File: config.mk
export PLATFORM = sky130hd
export DESIGN_NAME = paddle_ctrl
export DESIGN_NICKNAME = d
export VERILOG_FILES = /design/src/rtl/pong_pkg.sv /design/src/rtl/debounce.sv /design/src/rtl/paddle_ctrl.sv
export SDC_FILE = /design/constraint.sdc
export NUM_CORES = 1
export LEC_CHECK = 0
export CORE_MARGIN = 2
export CORE_UTILIZATION = 49
export DETAILED_ROUTE_END_ITERATION = 6
export PLACE_DENSITY = 0.7
export SYNTH_ARGS = -nofsm -noshare
export SYNTH_HDL_FRONTEND = slang
export SYNTH_SLANG_ARGS = --single-unit
File: constraint.sdc
create_clock -name clk -period 2.5 [get_ports clk]
set_clock_uncertainty 0.2 [all_clocks]
set_input_delay 0.5 -clock clk [delete_from_list [all_inputs] [get_ports clk]]
set_output_delay 0.5 -clock clk [all_outputs]
set_load 0.03 [all_outputs]
File: src/rtl/pong_pkg.sv
// Shared definitions for the pong paddle logic: field geometry, the paddle
// FSM state encoding, the signed step direction, and a decoder that turns
// the two debounced buttons into a direction.
package pong_pkg;

    localparam int FIELD_SIZE = 16;

    typedef enum logic [1:0] {
        IDLE  = 2'd0,
        PRESS = 2'd1,
        HOLD  = 2'd2
    } paddle_state_t;

    // -1 = up, 0 = still, +1 = down
    typedef logic signed [1:0] dir_t;

    // Up-only moves toward row 0, down-only toward the bottom, both or
    // neither cancel out.
    function automatic dir_t dir_from(input logic up, input logic down);
        dir_t d;
        d = 2'sd0;
        if (up && !down) begin
            d = -2'sd1;
        end else if (down && !up) begin
            d = 2'sd1;
        end
        return d;
    endfunction

endpackage

File: src/rtl/debounce.sv
// Two-flop synchroniser followed by a debouncer for one raw button.
// The output only follows the synchronised level after that level has
// disagreed with the output for DEBOUNCE_CYCLES consecutive clocks; any
// return to agreement restarts the count.
module debounce #(
    parameter int DEBOUNCE_CYCLES = 6000
) (
    input  logic clk,
    input  logic reset_n,
    input  logic raw,
    output logic level
);

    localparam int CNT_W = $clog2(DEBOUNCE_CYCLES + 1);

    logic [1:0]       sync;
    logic [CNT_W-1:0] cnt;

    // Bring the asynchronous button into the clk domain.
    always_ff @(posedge clk or negedge reset_n) begin
        if (!reset_n) begin
            sync <= 2'b00;
        end else begin
            // NOTE: non-blocking assignments make sync[1] take the old sync[0], giving two real flop stages.
            sync <= {sync[0], raw};
        end
    end

    // Count consecutive cycles of disagreement and accept the new level at the limit.
    always_ff @(posedge clk or negedge reset_n) begin
        if (!reset_n) begin
            cnt   <= '0;
            level <= 1'b0;
        end else if (sync[1] != level) begin
            if (cnt == CNT_W'(DEBOUNCE_CYCLES - 1)) begin
                level <= sync[1];
                cnt   <= '0;
            end else begin
                cnt <= cnt + CNT_W'(1);
            end
        end else begin
            cnt <= '0;
        end
    end

endmodule

File: src/rtl/paddle_ctrl.sv
// Paddle position controller. Two debounced buttons give a direction; the
// FSM steps the paddle once on the first tick of a press and, when
// PADDLE_AUTOREPEAT_EN is defined, again every REPEAT_TICKS ticks while the
// same direction is held. Without the macro a press steps exactly once and
// the FSM waits in PRESS for release. Releasing or reversing drops back to
// IDLE on the next clk without stepping. The paddle is clamped to
// 0..FIELD_SIZE-PADDLE_LEN, and a clamped step does not pulse moved.
module paddle_ctrl
    import pong_pkg::*;
#(
    parameter int DEBOUNCE_CYCLES = 6000,
    parameter int PADDLE_LEN      = 4,
    parameter int REPEAT_TICKS    = 8
) (
    input  logic       clk,
    input  logic       reset_n,
    input  logic       tick,
    input  logic       btn_up,
    input  logic       btn_down,
    output logic [3:0] paddle_y,
    output logic       moved
);

    localparam logic [3:0] MAX_Y  = 4'(FIELD_SIZE - PADDLE_LEN);
    localparam logic [3:0] HOME_Y = 4'((FIELD_SIZE - PADDLE_LEN) / 2);

    logic up_level;
    logic down_level;
    dir_t dir;

    debounce #(.DEBOUNCE_CYCLES(DEBOUNCE_CYCLES)) u_db_up (
        .clk     (clk),
        .reset_n (reset_n),
        .raw     (btn_up),
        .level   (up_level)
    );

    debounce #(.DEBOUNCE_CYCLES(DEBOUNCE_CYCLES)) u_db_down (
        .clk     (clk),
        .reset_n (reset_n),
        .raw     (btn_down),
        .level   (down_level)
    );

    assign dir = dir_from(up_level, down_level);

    paddle_state_t state_q, state_d;
    dir_t          run_dir_q, run_dir_d;
    logic [3:0]    y_d;
    logic          moved_d;
    logic          step_req;

`ifdef PADDLE_AUTOREPEAT_EN
    localparam int RPT_W = $clog2(REPEAT_TICKS + 1);
    logic [RPT_W-1:0] cnt_q, cnt_d;
`endif

    // Candidate position in 5-bit signed form so a step off either edge is
    // seen as out of range instead of wrapping.
    logic signed [4:0] next_pos;
    logic              in_range;

    assign next_pos = $signed({1'b0, paddle_y}) + $signed({{3{dir[1]}}, dir});
    assign in_range = !next_pos[4] && (next_pos[3:0] <= MAX_Y);

    // Next-state, repeat-counter and position decision.
    always_comb begin
        // NOTE: every output of this block is defaulted first so no path leaves a latch behind.
        state_d   = state_q;
        run_dir_d = run_dir_q;
        y_d       = paddle_y;
        moved_d   = 1'b0;
        step_req  = 1'b0;
`ifdef PADDLE_AUTOREPEAT_EN
        cnt_d     = cnt_q;
`endif

        case (state_q)
            IDLE: begin
                if (tick && (dir != 2'sd0)) begin
                    step_req  = 1'b1;
                    run_dir_d = dir;
                    state_d   = PRESS;
`ifdef PADDLE_AUTOREPEAT_EN
                    cnt_d     = RPT_W'(REPEAT_TICKS);
`endif
                end
            end
            PRESS, HOLD: begin
                if (dir != run_dir_q) begin
                    // Release or reversal: leave immediately, no step.
                    state_d = IDLE;
                end
`ifdef PADDLE_AUTOREPEAT_EN
                else if (tick) begin
                    if (cnt_q == RPT_W'(1)) begin
                        step_req = 1'b1;
                        cnt_d    = RPT_W'(REPEAT_TICKS);
                        state_d  = HOLD;
                    end else begin
                        cnt_d = cnt_q - RPT_W'(1);
                    end
                end
`endif
            end
            default: begin
                state_d = IDLE;
            end
        endcase

        if (step_req && in_range) begin
            y_d     = next_pos[3:0];
            moved_d = 1'b1;
        end
    end

    // State, direction and position registers.
    always_ff @(posedge clk or negedge reset_n) begin
        if (!reset_n) begin
            state_q   <= IDLE;
            run_dir_q <= 2'sd0;
            paddle_y  <= HOME_Y;
            moved     <= 1'b0;
        end else begin
            state_q   <= state_d;
            run_dir_q <= run_dir_d;
            paddle_y  <= y_d;
            moved     <= moved_d;
        end
    end

`ifdef PADDLE_AUTOREPEAT_EN
    // Repeat counter, only present when auto-repeat is built in.
    always_ff @(posedge clk or negedge reset_n) begin
        if (!reset_n) begin
            cnt_q <= '0;
        end else begin
            cnt_q <= cnt_d;
        end
    end
`endif

endmodule

## Word level (Yosys, flattened, before mapping)

Cells that the tools add are included.

| word-level totals | value |
|---|---|
| bits of input ports | 5 |
| logic and storage cells | 50 |
| register bits after elaboration | 41 |
| output and inout port bits | 5 |

| operators by class | value |
|---|---|
| multiplexer cells | 12 |
| magnitude comparators | 1 |
| reduce and logical (&&, ||, !) cells | 15 |
| add/sub/neg operators | 3 |
| equal/unequal tests | 9 |

Operators by type and width:

| kind | number |
|---|---|
| 13-bit 2-to-1 mux | 4 |
| 13-bit by 1-bit adder with 13-bit output, second input constant | 2 |
| 13-bit == test, second input constant | 2 |
| 2-bit AND reduction | 4 |
| 2-bit 2-to-1 mux | 3 |
| 5-bit by 2-bit adder with 5-bit output | 1 |
| 1-bit logical AND | 5 |
| 4-bit less-or-equal comparator, second input constant | 1 |
| 1-bit 2-to-1 mux | 4 |
| 2-bit inequality test, second input constant | 2 |
| 2-bit case mux with 2 select lines | 1 |
| 1-bit logical NOT | 3 |
| 2-bit by 1-bit == test with 1-bit output, second input constant | 1 |
| 2-bit == test, second input constant | 1 |
| 2-bit logical NOT | 1 |
| 1-bit inequality test | 2 |
| 2-bit inequality test | 1 |
| 2-bit nonzero test | 1 |
| 2-bit OR reduction | 1 |

## Logic depth before layout (Yosys ltp)

Gate-level depths: netlist of run 1.

| depth | value |
|---|---|
| depth in word-level cells | 10 |
| depth in mapped cells | 10 |
| mapped depth without buffers | 10 |

## Cells and area by module

A second synthesis of run 1 with hierarchy kept.

| unflattened totals | value |
|---|---|
| cells, all modules | 213 |
| area total of the unflattened synthesis | 2274.7 um2 |

Modules (own cells, without submodules):

| module | seq. area each (um2) | cells each | area an instance (um2) | times used |
|---|---|---|---|---|
| debounce | 400.4 | 69 | 767.0 | 2 |
| paddle_ctrl | 202.7 | 75 | 740.7 | 1 |

## Least setup slack after synthesis of run 1

No wires, ideal clock.

| timing path | value |
|---|---|
| path kind | reg-to-reg |
| start point | register u_db_down.level |
| end point | register paddle_y[0] |
| period minus slack after synthesis | 2.503 ns |
| required time | 2.172 ns |
| path buffers | 0 |
| setup time | 0.128 ns |
| setup slack | -0.003 ns |
| cell stages (with the launch flop) | 9 |
| data arrival time | 2.175 ns |
| cell sequence | dfrtp_1 -> inv_1 -> ha_1 -> ha_1 -> a21bo_1 -> a222oi_1 -> xor2_1 -> a21oi_2 -> mux2_1 |

| on the way | value |
|---|---|
| cells in the longest elaborated chain, start to end | 8 |
| elaborated cells between the ends (all ways) | 14 |
| those cells by class | 1 x add/sub; 1 x order compare; 4 x mux; 8 x reduce/logical |

RTL lines:

| item | RTL line | source |
|---|---|---|
| start, declared | debounce.sv:11 | `output logic level` |
| start signal, assigned | debounce.sv:36 | `level <= sync[1];` |
| 1-bit logical NOT (*) | pong_pkg.sv:22 | `if (up && !down) begin` |
| 1-bit logical AND (*) | pong_pkg.sv:22 |  |
| 2-bit 2-to-1 mux (*) | pong_pkg.sv:22 |  |
| named net dir[1] | paddle_ctrl.sv:29 | `dir_t dir;` |
| branches (longest 4 deep; another with 5-bit by 2-bit adder with 5-bit output) | -- |  |
| 1-bit logical AND (*) | paddle_ctrl.sv:111 | `if (step_req && in_range) begin` |
| end signal, assigned | paddle_ctrl.sv:127 | `paddle_y <= y_d;` |
| end, declared | paddle_ctrl.sv:20 | `output logic [3:0] paddle_y,` |

Mark *: on every way through the listed nets, which the timed path passes.
A chain may end at the register's enable or synchronous reset.

## Final worst setup path of run 1

| timing path | value |
|---|---|
| start point | register u_db_up.level |
| end point | register paddle_y[0] |

| on the way | value |
|---|---|
| cells in the longest elaborated chain, start to end | 9 |
| elaborated cells between the ends (all ways) | 14 |
| those cells by class | 1 x add/sub; 1 x order compare; 4 x mux; 8 x reduce/logical |

RTL lines:

| item | RTL line | source |
|---|---|---|
| start, declared | debounce.sv:11 |  |
| start signal, assigned | debounce.sv:36 |  |
| 1-bit logical NOT | pong_pkg.sv:24 | `end else if (down && !up) begin` |
| 1-bit logical AND | pong_pkg.sv:24 |  |
| 1-bit 2-to-1 mux | pong_pkg.sv:24 |  |
| 2-bit 2-to-1 mux (*) | pong_pkg.sv:22 |  |
| named net dir[0] | paddle_ctrl.sv:29 |  |
| branches (longest 5 deep; another with 5-bit by 2-bit adder with 5-bit output) | -- |  |

Marked as above.

==> impl_metrics.env, run 1 <==
export IMPL_run_status="complete, no violations"
export IMPL_fin_ws_ns=0.0006488
export IMPL_p_per_area_nw_per_um2=490.7
export IMPL_place_hpwl_um=2218
export IMPL_grt_pass1_wl_um=5706
export IMPL_setup_viol=0
export IMPL_vias_per_cell=5.296
export IMPL_slew_headroom_pct=43.96
export IMPL_r2r_end="paddle_y[0]"
export IMPL_wl_um=3299
export IMPL_path_cells="ha_4 -> inv_4 -> ha_4 -> a21bo_1 -> a222oi_1 -> buf_4 -> xor2_2 -> a21oi_2 -> mux2_4"
export IMPL_yosysSeqAreaShare_pct=52.69
export IMPL_final_antenna_net_count=0
export IMPL_fmax_mhz=400.1
export IMPL_grt_max_degree=41
export IMPL_die_area_um2=4401
export IMPL_path_class="flop to flop"
export IMPL_clock_latency_ns=0.28
export IMPL_synth_nets=187
export IMPL_cap_viol_max_count=0
export IMPL_cts_buffers=5
export IMPL_fillers=316
export IMPL_rrSetupSlack_ns=0.0006
export IMPL_drc=0
export IMPL_io_pins=10
export IMPL_most_common_layout_cells="dfrtp_1 (37), nor2_1 (33), xnor2_1 (15)"
export IMPL_synth_ff_type="dfrtp_1"
export IMPL_grt_pass1_vias=1342
export IMPL_synth_cell_types=35
export IMPL_io_buffers=9
export IMPL_synthTopCellsByArea="dfrtp_1 (50%), xnor2_1 (6.9%), nor2_1 (6.5%), xor2_1 (6.4%), ha_1 (4.6%)"
export IMPL_fp_dieH_um=66.34
export IMPL_synth_edf_count=0
export IMPL_start_kind="flop"
export IMPL_ys_ff_latch=40
export IMPL_core_um2=3689
export IMPL_fp_dieW_um=66.34
export IMPL_first_iter_violations=58
export IMPL_area_delta_synth_final_pct=21.02
export IMPL_cts_tree="built"
export IMPL_grt_antenna_before_repair=0
export IMPL_drt_pre_antenna_iters=4
export IMPL_cp_slowest_cell="dfrtp_2"
export IMPL_min_path_type="input pin to async pin"
export IMPL_p_leak_nw=1.010
export IMPL_crit_top_cell="ha_4"
export IMPL_drive_above_1_share_pct=19.60
export IMPL_gr_total_overflow=0
export IMPL_critPathRequiredTime_ns=2.47
export IMPL_grt_usage_pct=17.44
export IMPL_critPathTopFamily="compound AO/OA/AOI/OAI gates"
export IMPL_arrival_ns=2.47
export IMPL_place_gp_congestion=0.7572
export IMPL_clk_pin_slew_ns=0.07
export IMPL_hold_viol_final=0
export IMPL_total_power_w=0.001131
export IMPL_cts_sinks=40
export IMPL_drv_slew=0
export IMPL_timing_final_crit_share_pct=99.97
export IMPL_synthCells=175
export IMPL_path_max_fanout=3
export IMPL_synth_area_leader_cell="dfrtp_1"
export IMPL_initial_core_util_pct=51.63
export IMPL_post_route_util_pct=62.48
export IMPL_period_needed_ns=2.499
export IMPL_end_kind="flop"
export IMPL_ir_drop_uv=324.2
export IMPL_final_nets=210
export IMPL_cts_htree_levels=2
export IMPL_syn_area_um2=1904
export IMPL_yosysWarnings=0
export IMPL_path_buf_inv=2
export IMPL_slowest_delay_ns=0.45
export IMPL_multi_input_area_um2=960.9
export IMPL_finalSetupTns_ns=0
export IMPL_seq_area_um2=1005
export IMPL_cts_hold_buf=0
export IMPL_worstMarginPinSlew_ns=0.8406
export IMPL_r2r_start="u_db_up.level"
export IMPL_synth_top_area_share_pct=49.93
export IMPL_avgSynthCellArea_um2=10.88
export IMPL_synth_async_sr_flop_share_pct=100.0
export IMPL_vias=1308
export IMPL_n_antenna_cell=0
export IMPL_root_buffer="clkbuf_8"
export IMPL_grt_setup_unrepaired="true"
export IMPL_rows=22
export IMPL_r2r_cells=9
export IMPL_final_common_cell="dfrtp_1"
export IMPL_avgRoutedWirePerCell_um=13.36
export IMPL_clock_path_buffers=2
export IMPL_place_ws_ns=-0.2058
[worst max-delay path by stage]
stage	cells after the start	endpoint	slack, ns	startpoint
after global placement	8	paddle_y[0]	-0.04	u_db_down.level
after CTS	9	paddle_y[0]	0.0005	u_db_up.level
final	9	paddle_y[0]	0.0006	u_db_up.level
after global routing	9	paddle_y[0]	-0.09	u_db_up.level
after detailed placement	8	paddle_y[0]	-0.21	u_db_down.level
after floorplan	9	paddle_y[0]	0.02	u_db_up.level
[power breakdown]
part / switching, W / total [W] / leakage [nW] / internal [W]
clock: 0.000200 / 0.000425 / 0.0455 / 0.000225
combinational: 0.0000259 / 0.0000400 / 0.432 / 0.0000141
sequential: 0.00000729 / 0.000666 / 0.533 / 0.000659
[layout make-up]
class                           count  share of cell area, %
Clock buffer                        8                  3.909
Inverter                            6                  1.086
Multi-Input combinational cell    126                  41.69
Sequential cell                    40                  43.59
Tap cell                           48                  2.606
Timing Repair Buffer               19                  7.112
[state kept, by name (all words and copies together), names as in the netlist]
register	count
u_db_down.sync	2
moved	1
u_db_up.level	1
paddle_y	4
u_db_down.cnt	13
u_db_up.sync	2
u_db_up.cnt	13
u_db_down.level	1
state_q	1
run_dir_q	2
[cell families (layout without fill, tap and decap cells)]
group | Yosys count | after routing | synth area share, %
simple gates | 71 | 71 | 18.46
flops | 40 | 40 | 52.69
xor+xnor | 29 | 29 | 13.34
compound gates | 14 | 14 | 5.782
buf+inv | 9 | 33 | 2.168
fa+ha+maj | 7 | 7 | 4.599
mux | 5 | 5 | 2.956
[layer usage]
| layer | vias up | routed length, um | GRT usage, % |
|---|---|---|---|
| li1 | 635 | - | - |
| met1 | 640 | 1474 | 21.01 |
| met2 | 24 | 1618 | 27.75 |
| met3 | 9 | 113 | 3.748 |
| met4 | 0 | 93 | 11.99 |
| met5 | - | 0 | 0 |
[metrics by stage]
step	instances	area (um2)	hold slack [ns]
final	247	2305	0.1142
after global routing	247	2305	0.1697
after CTS	247	2278	0.1427
after detailed placement	235	2076	0.1394
after global placement	235	2076	0.1358
after floorplan	175	1904	0.004409
[synthesized netlist by cell type, types with 2 or more instances]
cell	instances
nand4_1	3
o21ai_0	3
and3_1	6
ha_1	7
nor2b_1	3
dfstp_2	2
a31o_2	2
mux2_1	3
a21oi_1	2
clkbuf_1	2
nor3_1	2
dfrtp_1	38
nor4b_1	2
xor2_1	14
inv_1	6
mux2_2	2
and4_1	2
nand2_1	3
xnor2_1	15
nor2_1	33
nand2b_1	2
nand3_1	10
[what timing repair did]
item	4_1_cts	5_1_grt
setup buffers	4	0
setup endpoints to repair	3	4
resized for setup	14	5
pin swaps	6	7
Power figures use the tool's default switching activity.
==> run 2: changes to the inputs <==
CORE_MARGIN = default   (was 2)
==> impl_metrics.env, run 2 (same netlist as run 1, synthesis figures left out) <==
export IMPL_run_status="complete, but fails checks"
export IMPL_failed_checks="setup timing"
export IMPL_final_antenna_net_count=0
export IMPL_finalSetupTns_ns=-0.01129
export IMPL_design_area_um2=2345
export IMPL_end_kind="flop"
export IMPL_most_common_layout_cells="dfrtp_1 (37), nor2_1 (33), xnor2_1 (15)"
export IMPL_crit_top_cell="ha_4"
export IMPL_slowest_delay_ns=0.45
export IMPL_path_class="flop to flop"
export IMPL_place_gp_congestion=0.7580
export IMPL_grt_usage_pct=18.96
export IMPL_io_buffers=9
export IMPL_slew_headroom_pct=43.31
export IMPL_grt_pass1_vias=1347
export IMPL_clock_latency_ns=0.28
export IMPL_top_regs="u_db_down.cnt: 13 flops, u_db_up.cnt: 13 flops, paddle_y: 4 flops"
export IMPL_hold_viol_final=0
export IMPL_drt_pre_antenna_iters=4
export IMPL_gr_total_overflow=0
export IMPL_first_iter_violations=73
export IMPL_setup_viol=1
export IMPL_fillers=303
export IMPL_path_max_fanout=4
export IMPL_clk_pin_slew_ns=0.07
export IMPL_placed_cell_area_um2=2076
export IMPL_grt_antenna_before_repair=0
export IMPL_r2r_start="u_db_up.level"
export IMPL_ir_drop_uv=359.0
export IMPL_grt_max_degree=41
export IMPL_fin_ws_ns=-0.01129
export IMPL_fmax_mhz=398.2
export IMPL_cap_viol_max_count=0
export IMPL_p_per_area_nw_per_um2=536.6
export IMPL_core_um2=3689
export IMPL_final_common_cell="dfrtp_1"
export IMPL_grt_pass1_wl_um=5858
export IMPL_vias=1321
export IMPL_grt_setup_unrepaired="true"
export IMPL_p_leak_nw=1.034
export IMPL_post_route_util_pct=63.57
export IMPL_fp_dieW_um=64.34
export IMPL_r2r_cells=9
export IMPL_start_kind="flop"
export IMPL_clock_path_buffers=2
export IMPL_place_ws_ns=-0.1272
export IMPL_cts_htree_levels=2
export IMPL_area_delta_synth_final_pct=23.13
export IMPL_rows=22
export IMPL_period_needed_ns=2.511
export IMPL_initial_core_util_pct=51.63
export IMPL_drive_above_1_share_pct=21.50
export IMPL_critPathRequiredTime_ns=2.47
export IMPL_n_antenna_cell=0
export IMPL_avgRoutedWirePerCell_um=13.30
export IMPL_drv_slew=0
export IMPL_cts_buffers=5
export IMPL_drc=0
export IMPL_cts_sinks=40
export IMPL_place_hpwl_um=2188
export IMPL_vias_per_cell=5.327
export IMPL_wl_um=3298
export IMPL_rrSetupSlack_ns=-0.01
export IMPL_dpl_cell_count=235
export IMPL_die_area_um2=4140
export IMPL_arrival_ns=2.48
export IMPL_final_nets=211
export IMPL_cp_slowest_cell="dfrtp_2"
export IMPL_root_buffer="clkbuf_8"
export IMPL_worstMarginPinSlew_ns=0.8504
export IMPL_path_cells="ha_4 -> inv_4 -> ha_4 -> a21bo_1 -> a222oi_1 -> buf_4 -> xor2_2 -> a21oi_4 -> mux2_4"
export IMPL_fp_dieH_um=64.34
export IMPL_min_path_type="input pin to async pin"
export IMPL_r2r_end="paddle_y[0]"
export IMPL_timing_final_crit_share_pct=100.5
export IMPL_final_cells=248
export IMPL_io_pins=10
export IMPL_cts_tree="built"
## run 2: cell count changes in the layout (fill, tap and decap cells not counted), sizes merged
| cell | change |
|---|---|
| buf | +1 |
| bufinv | +1 |
| clkbuf | -1 |
## run 2: power by group
part | switching (W) | total, W | leakage (nW) | internal (W)
Sequential | 0.00000745 | 0.000666 | 0.533 | 0.000659
Clock | 0.000200 | 0.000552 | 0.0645 | 0.000352
Combinational | 0.0000257 | 0.0000398 | 0.436 | 0.0000141
## run 2: through the flow
| step | hold slack (ns) | power [W] |
|---|---|---|
| floorplan | 0.004409 | 0.0006970 |
| global placement | 0.1340 | 0.0007171 |
| detailed placement | 0.1409 | 0.0007201 |
| CTS | 0.1519 | 0.001280 |
| global route | 0.1723 | 0.001310 |
| finish | 0.1227 | 0.001258 |
## run 2: area by class of cell
cell class,count,area [um2],area share [%]
Sequential cell,40,1005,42.85
Timing Repair Buffer,20,167.7,7.150
Clock buffer,7,96.34,4.109
Multi-Input combinational cell,126,960.9,40.98
Clock inverter,1,30.03,1.281
Inverter,6,25.02,1.067
Tap cell,48,60.06,2.561
## run 2: repair_timing
action | in CTS | in global routing
hold buffers | 0 | 0
cloned | 0 | 0
gates resized for setup | 14 | 6
setup endpoints to repair | 3 | 4
setup buffers | 5 | 1
pin swaps | 7 | 6
## run 2: critical path, delay by kind of cell, from the launching register on
kind	cells	cell delay, ns
buffers and inverters	2	0.23
adder cells (fa/ha/maj)	2	0.46
flip-flops	1	0.45
multiplexers	1	0.32
AO/OA/AOI/OAI	3	0.67
XOR/XNOR	1	0.07
## run 2: worst max-delay path by stage
stage,from,to,slack (ns),depth (start not counted)
floorplan,u_db_up.level,paddle_y[0],0.02,9
detailed placement,u_db_down.level,paddle_y[0],-0.13,8
CTS,u_db_up.level,paddle_y[0],0.009,9
finish,u_db_up.level,paddle_y[0],-0.01,9
global placement,u_db_down.level,paddle_y[0],-0.05,8
global route,u_db_up.level,paddle_y[0],-0.12,9
## run 2: per-layer routing
layer | share of wire [%] | vias to the layer above | GRT usage, %
met3 | 3.7 | 8 | 4.286
met4 | 2.0 | 0 | 10.83
li1 | - | 635 | -
met1 | 46 | 645 | 23.42
met2 | 49 | 33 | 30.39
met5 | 0 | - | 0
==> run 3: changes to the inputs <==
SLEW_MARGIN = 20   (was default)
==> results of run 3 <==
No change in the layout: final DEF, timing and power equal those of run 2.
